==> config.mk <==
export PLATFORM = sky130hd
export DESIGN_NAME = cpu_sequencer
export DESIGN_NICKNAME = d
export VERILOG_FILES = /design/src/rtl/cpu_seq_pkg.sv /design/src/rtl/seq_pc_reg.sv /design/src/rtl/cpu_sequencer.sv
export SDC_FILE = /design/constraint.sdc
export NUM_CORES = 1
export LEC_CHECK = 0
export BUFFER_PORTS_ARGS = -buffer_cell sky130_fd_sc_hd__buf_2
export CORE_ASPECT_RATIO = 1.2
export CORE_UTILIZATION = 54
export CTS_BUF_LIST = sky130_fd_sc_hd__clkbuf_4 sky130_fd_sc_hd__clkbuf_8 sky130_fd_sc_hd__clkbuf_16
export CTS_CLUSTER_DIAMETER = 60
export DETAILED_ROUTE_END_ITERATION = 10
export PLACE_DENSITY = 0.85
export SLEW_MARGIN = 5
export SYNTH_ARGS = -nofsm -noshare
export SYNTH_HDL_FRONTEND = slang
export SYNTH_HIERARCHICAL = 1
export SYNTH_SLANG_ARGS = --single-unit
==> constraint.sdc <==
create_clock -name clk -period 3.3 [get_ports clk]
set_clock_uncertainty 0.15 [all_clocks]
set_input_delay 0.165 -clock clk [delete_from_list [all_inputs] [get_ports clk]]
set_output_delay 0.165 -clock clk [all_outputs]
set_load 0.02 [all_outputs]
==> src/rtl/cpu_seq_pkg.sv <==
// ============================================================================
// cpu_seq_pkg : shared types and constants for the fetch/execute sequencer
// Revision    : 1.0
// ============================================================================
`default_nettype none

package cpu_seq_pkg;

  typedef enum logic [2:0] {
    ST_IDLE   = 3'd0,
    ST_FETCH1 = 3'd1,
    ST_FETCH2 = 3'd2,
    ST_EXEC   = 3'd3,
    ST_WB     = 3'd4,
    ST_HALT   = 3'd5
  } seq_state_t;

  localparam logic [7:0] HALT_OPCODE_DEFAULT = 8'h0F;
  localparam logic [7:0] PC_INC              = 8'd2;

endpackage

`default_nettype wire

==> src/rtl/seq_pc_reg.sv <==
// ============================================================================
// seq_pc_reg : program counter with reset load, +2 advance and jump select
// Revision   : 1.0
// ============================================================================
`default_nettype none

module seq_pc_reg
  import cpu_seq_pkg::*;
#(
  parameter logic [7:0] RESET_PC = 8'h00
) (
  input  logic       clk,
  input  logic       reset,
  input  logic       advance,
  input  logic       jump,
  input  logic [7:0] target,
  output logic [7:0] pc
);

  logic [7:0] pc_d;
  logic [7:0] pc_q;

  // 8-bit add wraps 8'hFE to 8'h00 naturally
  always_comb begin
    pc_d = pc_q;
    if (advance) begin
      pc_d = jump ? target : (pc_q + PC_INC);
    end
  end

  always_ff @(posedge clk) begin
    if (reset) begin
      pc_q <= RESET_PC;
    end else begin
      pc_q <= pc_d;
    end
  end

  assign pc = pc_q;

endmodule

`default_nettype wire

==> src/rtl/cpu_sequencer.sv <==
// ============================================================================
// cpu_sequencer : two-byte fetch / execute / write-back sequencer with PC
// Optional      : CPU_SEQ_SINGLE_STEP_EN adds a single-step input
// Revision      : 1.0
// ============================================================================
`default_nettype none

module cpu_sequencer
  import cpu_seq_pkg::*;
#(
  parameter logic [7:0] RESET_PC    = 8'h00,
  parameter logic [7:0] HALT_OPCODE = HALT_OPCODE_DEFAULT
) (
  input  logic        clk,
  input  logic        reset,
  input  logic        run,
  input  logic        halt_req,
`ifdef CPU_SEQ_SINGLE_STEP_EN
  input  logic        step,
`endif
  output logic        rom_req,
  output logic [7:0]  rom_addr,
  input  logic [7:0]  rom_rdata,
  input  logic        rom_ready,
  input  logic        jump_cond,
  output logic [7:0]  opcode1,
  output logic [7:0]  opcode2,
  output logic        exec_stb,
  output logic        wb_stb,
  output logic [7:0]  pc,
  output logic        halted,
  output logic [15:0] retire_cnt
);

  seq_state_t  state_q, state_d;
  logic [7:0]  opcode1_q, opcode1_d;
  logic [7:0]  opcode2_q, opcode2_d;
  logic [15:0] retire_cnt_q, retire_cnt_d;
  logic [7:0]  pc_w;

`ifdef CPU_SEQ_SINGLE_STEP_EN
  logic step_mode_q, step_mode_d;
  logic step_prev_q, step_prev_d;
  logic step_go_w;

  // Only a rising step launches an instruction, so a held step runs one.
  assign step_go_w = step && !step_prev_q && !run;
`endif

  always_comb begin
    state_d      = state_q;
    opcode1_d    = opcode1_q;
    opcode2_d    = opcode2_q;
    retire_cnt_d = retire_cnt_q;
`ifdef CPU_SEQ_SINGLE_STEP_EN
    step_mode_d  = step_mode_q;
    step_prev_d  = step;
`endif
    case (state_q)
      ST_IDLE: begin
        if (run) state_d = ST_FETCH1;
      end
      ST_FETCH1: begin
        if (rom_ready) begin
          opcode1_d = rom_rdata;
          state_d   = ST_FETCH2;
        end
      end
      ST_FETCH2: begin
        if (rom_ready) begin
          opcode2_d = rom_rdata;
          state_d   = ST_EXEC;
        end
      end
      ST_EXEC: begin
        state_d = ST_WB;
      end
      ST_WB: begin
        retire_cnt_d = retire_cnt_q + 16'd1;
        if ((opcode1_q == HALT_OPCODE) || halt_req || !run) begin
          state_d = ST_HALT;
        end else begin
          state_d = ST_FETCH1;
        end
`ifdef CPU_SEQ_SINGLE_STEP_EN
        if (step_mode_q) state_d = ST_HALT;
        step_mode_d = 1'b0;
`endif
      end
      ST_HALT: begin
        if (run && !halt_req) begin
          state_d = ST_FETCH1;
        end
`ifdef CPU_SEQ_SINGLE_STEP_EN
        else if (step_go_w) begin
          state_d     = ST_FETCH1;
          step_mode_d = 1'b1;
        end
`endif
      end
      default: begin
        state_d = ST_IDLE;
      end
    endcase
  end

  always_ff @(posedge clk) begin
    if (reset) begin
      state_q      <= ST_IDLE;
      opcode1_q    <= 8'h00;
      opcode2_q    <= 8'h00;
      retire_cnt_q <= 16'h0000;
`ifdef CPU_SEQ_SINGLE_STEP_EN
      step_mode_q  <= 1'b0;
      step_prev_q  <= 1'b0;
`endif
    end else begin
      state_q      <= state_d;
      opcode1_q    <= opcode1_d;
      opcode2_q    <= opcode2_d;
      retire_cnt_q <= retire_cnt_d;
`ifdef CPU_SEQ_SINGLE_STEP_EN
      step_mode_q  <= step_mode_d;
      step_prev_q  <= step_prev_d;
`endif
    end
  end

  seq_pc_reg #(
    .RESET_PC (RESET_PC)
  ) u_pc (
    .clk     (clk),
    .reset   (reset),
    .advance (state_q == ST_WB),
    .jump    (jump_cond),
    .target  (opcode2_q),
    .pc      (pc_w)
  );

  assign rom_req    = (state_q == ST_FETCH1) || (state_q == ST_FETCH2);
  assign rom_addr   = (state_q == ST_FETCH2) ? (pc_w + 8'd1) : pc_w;
  assign exec_stb   = (state_q == ST_EXEC);
  assign wb_stb     = (state_q == ST_WB);
  assign halted     = (state_q == ST_HALT);
  assign opcode1    = opcode1_q;
  assign opcode2    = opcode2_q;
  assign pc         = pc_w;
  assign retire_cnt = retire_cnt_q;

endmodule

`default_nettype wire

==> Word level (Yosys, flattened, before mapping) <==
Cells that the tools add are included.
W data, S select, Z words.
{ "totals": {"ff_bits": 43, "in_bits": 14, "word_cells": 36, "output_inout_bits": 52} }
{ "op_classes": {"n_eq_ne": 10, "n_reduce_logical": 10, "n_addsub": 3, "mux": 8} }
{ "ops": {"columns": ["cell", "n"], "rows": [
  ["$pmux W3 S6", 1],
  ["$add A16 B1 Y16 const B", 1],
  ["$mux W8", 2],
  ["$mux W3", 5],
  ["$add A8 B1 Y8 const B", 1],
  ["$add A8 B2 Y8 const B", 1],
  ["$eq A8 B4 Y1 const B", 1],
  ["$eq A3 B2 Y1 const B", 2],
  ["$eq A3 B3 Y1 const B", 2],
  ["$ne A2 B2 Y1 const B", 3],
  ["$reduce_and A2 Y1", 2],
  ["$reduce_and A4 Y1", 1],
  ["$eq A3 B1 Y1 const B", 1],
  ["$logic_not A3 Y1", 1],
  ["$logic_or A1 B1 Y1", 3],
  ["$logic_not A1 Y1", 2],
  ["$ne A2 B1 Y1 const B", 1],
  ["$logic_and A1 B1 Y1", 1]
]} }

==> Depth between registers and ports, before layout <==
{ "logic_depth": {"ltp_word": 5, "depth_mapped": 8, "ltp_nobuf": 5} }

==> Modules after synthesis <==
The synthesis kept the hierarchy.
{ "modules_own_cells": {"columns": ["mod", "cells_per_inst", "n_inst", "seq_area_each_um2", "area_each_um2"], "rows": [
  ["cpu_sequencer", 180, 1, 700.7, 1616.6],
  ["seq_pc_reg", 59, 1, 160.2, 456.7]
]} }

==> Worst setup path after synthesis <==
OpenSTA, ideal clock, no wires.
{ "synth_path": {"kind": "flip-flop to output port", "start": "register state_q[0]", "end": "output rom_addr[5]", "slack_ps": 1204, "arrival_ps": 1781, "path_buffers": 1, "required_time_ps": 2985, "stages_incl_launch_ff": 6, "cell_sequence": "dfxtp_1 > clkbuf_1 > nor3b_1 > and4_1 > nand3_1 > xnor2_1"} }
{ "synth_via": {"elab_chain_len": 2} }
{ "synth_rtl": {"columns": ["element", "line", "source"], "rows": [
  ["start, declared", "cpu_sequencer.sv:35", "seq_state_t state_q, state_d;"],
  ["start signal, assigned", "cpu_sequencer.sv:118", "state_q <= state_d;"],
  ["$eq A3 B2 Y1", "cpu_sequencer.sv:141", "assign rom_addr = (state_q == ST_FETCH2) ? (pc_w + 8'd1) : pc_w;"],
  ["$mux W8", "cpu_sequencer.sv:141", null],
  ["end, declared", "cpu_sequencer.sv:22", "output logic [7:0] rom_addr,"]
]} }
No other way between the ends.

==> Final worst setup path <==
{ "layout_path": {"start": "register state_q[1]", "end": "output rom_addr[7]"} }
Same word-level chain as after synthesis.

==> flow_summary.yaml <==
synthesis:
  synth_area_leaders: "dfxtp_1, mux2i_1, nor2_1, xnor2_1, nand3_1"
  synth_most_common_cell: "dfxtp_1"
  synth_common_cells: "dfxtp_1, nor2_1, mux2i_1"
  ys_ff_latch: 43
  avgSynthCellArea_um2: 8.675
  yosysUniqueCellTypes: 41
  synth_cells: 239
  async_reset_ff_share_pct: 0
  yosysWarnings: 6
  ys_seq_area_share_pct: 41.52
  synth_flop_cell: "dfxtp_1"
  netlist.area_leader.share_pct: 41.52
  synth_edf_count: 0
  syn-num-nets: 256
  syn_area_um2: 2073
  synth.largest_area_cell: "dfxtp_1"
setup_path:
  required_ns: 2.98
  rr_worst_depth: 5
  cp.arrival_ns: 2.25
  critPathCaptureType: "primary output"
  rrSetupSlack_ns: 1.03
  r2r_end: "u_pc/pc[6]$_SDFFE_PP0P_"
  criticalPathCategory: "reg2out"
  critical_path.max_fanout: 9
  cp-start-kind: "register"
  r2r_start: "state_q[2]$_SDFFE_PP0P_"
timing:
  slew_violations: 0
  clock.fmax_ghz: 0.3902
  tightest_slew_ns: 0.8780
  fin_crit_sh_pct: 77.66
  maxSlewHeadroom_pct: 41.25
  rsz0062_at_grt: "no"
  whs_ns: -0.005537
  tns_ns: 0
  setup_viol: 0
  fin_crit_ns: 2.563
  hold_viol_final: 1
clock_network:
  ctsResizeCount: 0
  cts_tree: "yes"
  clockBufferDepth: 2
  cts-root-buf: "clkbuf_8"
  post_cts_buffers: 0
  cts_htree_levels: 2
  clock-sinks: 43
  cts_buffers: 5
  clkLatencyLatePin_ns: 0.30
  cts.reportedPaths.clkPinSlew_ns: 0.08
floorplanning:
  core_um2: 3664
  rows: 24
  dieHeight_um: 69.88
  die_w_um: 58.57
  initial_utilization_pct: 56.59
  num_io_pins: 66
  die_area_um2: 4092
finish:
  final_cell_area_um2: 2562
  nets: 323
  antenna_cells: 0
  area_delta_synth_final_pct: 23.60
  fillCellCount: 314
  drive_gt1_share_pct: 24.84
worst_hold_path:
  min_from: "rom_rdata[6]"
  hp-class: "in2reg"
  min_delay_path_depth: 3
  whs_endpoint: "opcode1[6]$_SDFFE_PP0P_"
global_routing:
  grt_max_degree: 46
  antenna_found_initial: 0
  grt_pass1_vias: 1718
  grt_pass1_wl_mm: 7.831
  grt_overflow: 0
  grt_usage_pct: 24.80
drt:
  firstDrtPassIters: 5
  ant_nets: 0
  wl_mm: 4.822
  drt_iter0_drc: 126
  drcViolationCount: 0
  vias: 1971
  wl_per_cell_um: 13.47
  avgViaCountPerCell: 5.506
pwr:
  vdd_drop_max_v: 0.0003642
  finalPower_mw: 0.9858
  power_density_nw_per_um2: 384.7
  p_leak_nw: 1.094
run_status:
  status: "finished with violations"
  violations: "negative hold slack"
placed_design:
  dp_hpwl_mm: 3.276
  place_congestion: 0.7846
  io_buffers: 65
  place_area_um2: 2405
run:
  maxCapViolations: 0
worst max-delay path, cell delays in order (launching register included):
cell and delay, ns:
dfxtp_1 0.47, nor3b_1 0.70, and4_1 0.35, nand3_1 0.11, xnor2_1 0.15, buf_2 0.18
cells in the final DEF (no fill, tap or decap), types with 8 or more instances in the layout:
master and instances:
dfxtp_1 43, xnor2_1 11, a21oi_1 10, mux2i_1 17, nand2_1 16, buf_2 65, nor2_1 37, nand3_1 13
o21ai_0 8
stage by stage:
stage | cells | hold slack [ns] | util, % | setup slack [ns]
floorplan | 239 | 0.1624 | - | 1.204
global placement | 344 | 0.2661 | 65.64 | 1.134
detailed placement | 344 | 0.2739 | 65.64 | 1.053
CTS | 358 | 0.0008915 | 69.95 | 0.7516
global route | 358 | 0.0005941 | 69.95 | 0.5765
finish | 358 | -0.005537 | 69.95 | 0.7371
routing by layer:
| metal | share of wire, % | track usage, % | up-vias |
|---|---|---|---|
| met2 | 47 | 38.19 | 64 |
| met3 | 5.4 | 6.111 | 10 |
| met4 | 2.3 | 10.32 | 0 |
| met5 | 0 | 0 | - |
| met1 | 45 | 32.86 | 913 |
| li1 | - | - | 984 |
logic make-up (layout without fill, tap and decap cells):
family	Yosys count	count (layout)	share of synthesized area (%)
multiplexers	18	18	8.751
AND/OR/NAND/NOR	106	106	26.07
AO/OA/AOI/OAI	35	35	10.50
XOR/XNOR	18	18	7.604
flip-flops	43	43	41.52
buffers and inverters	16	83	3.741
adder cells (fa/ha/maj)	3	3	1.811
timing repair:
action | in CTS | in global routing
hold buffers | 7 | 0
hold endpoints to repair | 12 | 0
endpoints found under the setup margin | 0 | 0
sequential cells by signal, summed over array words and instances (netlist names):
signal,flops
opcode1,8
u_pc/pc,8
opcode2,8
state_q,3
retire_cnt,16
layout make-up:
type,count,area [um^2],area share [%]
multi-input combinational,180,1135,44.29
sequential,43,860.8,33.59
timing repair buffer,73,402.9,15.72
clock buffer,6,82.58,3.223
tap,52,65.06,2.539
inverter,3,11.26,0.4395
clock inverter,1,5.005,0.1953
how the worst max path moves through the flow:
stage | startpoint | endpoint | slack, ns | depth (start not counted)
floorplan | state_q[0]$_SDFFE_PP0P_ | rom_addr[5] | 1.20 | 5
global placement | state_q[2]$_SDFFE_PP0P_ | u_pc/pc[6]$_SDFFE_PP0P_ | 1.13 | 5
detailed placement | state_q[2]$_SDFFE_PP0P_ | u_pc/pc[6]$_SDFFE_PP0P_ | 1.05 | 5
CTS | state_q[1]$_SDFFE_PP0P_ | rom_addr[7] | 0.75 | 5
global route | state_q[1]$_SDFFE_PP0P_ | rom_addr[5] | 0.58 | 5
finish | state_q[1]$_SDFFE_PP0P_ | rom_addr[7] | 0.74 | 5
power breakdown:
part	switching [mW]	internal, mW
sequential	0.0134	0.529
combinational	0.0593	0.0401
clock	0.179	0.164
total	0.252	0.734
(Power assumes the default switching activity.)
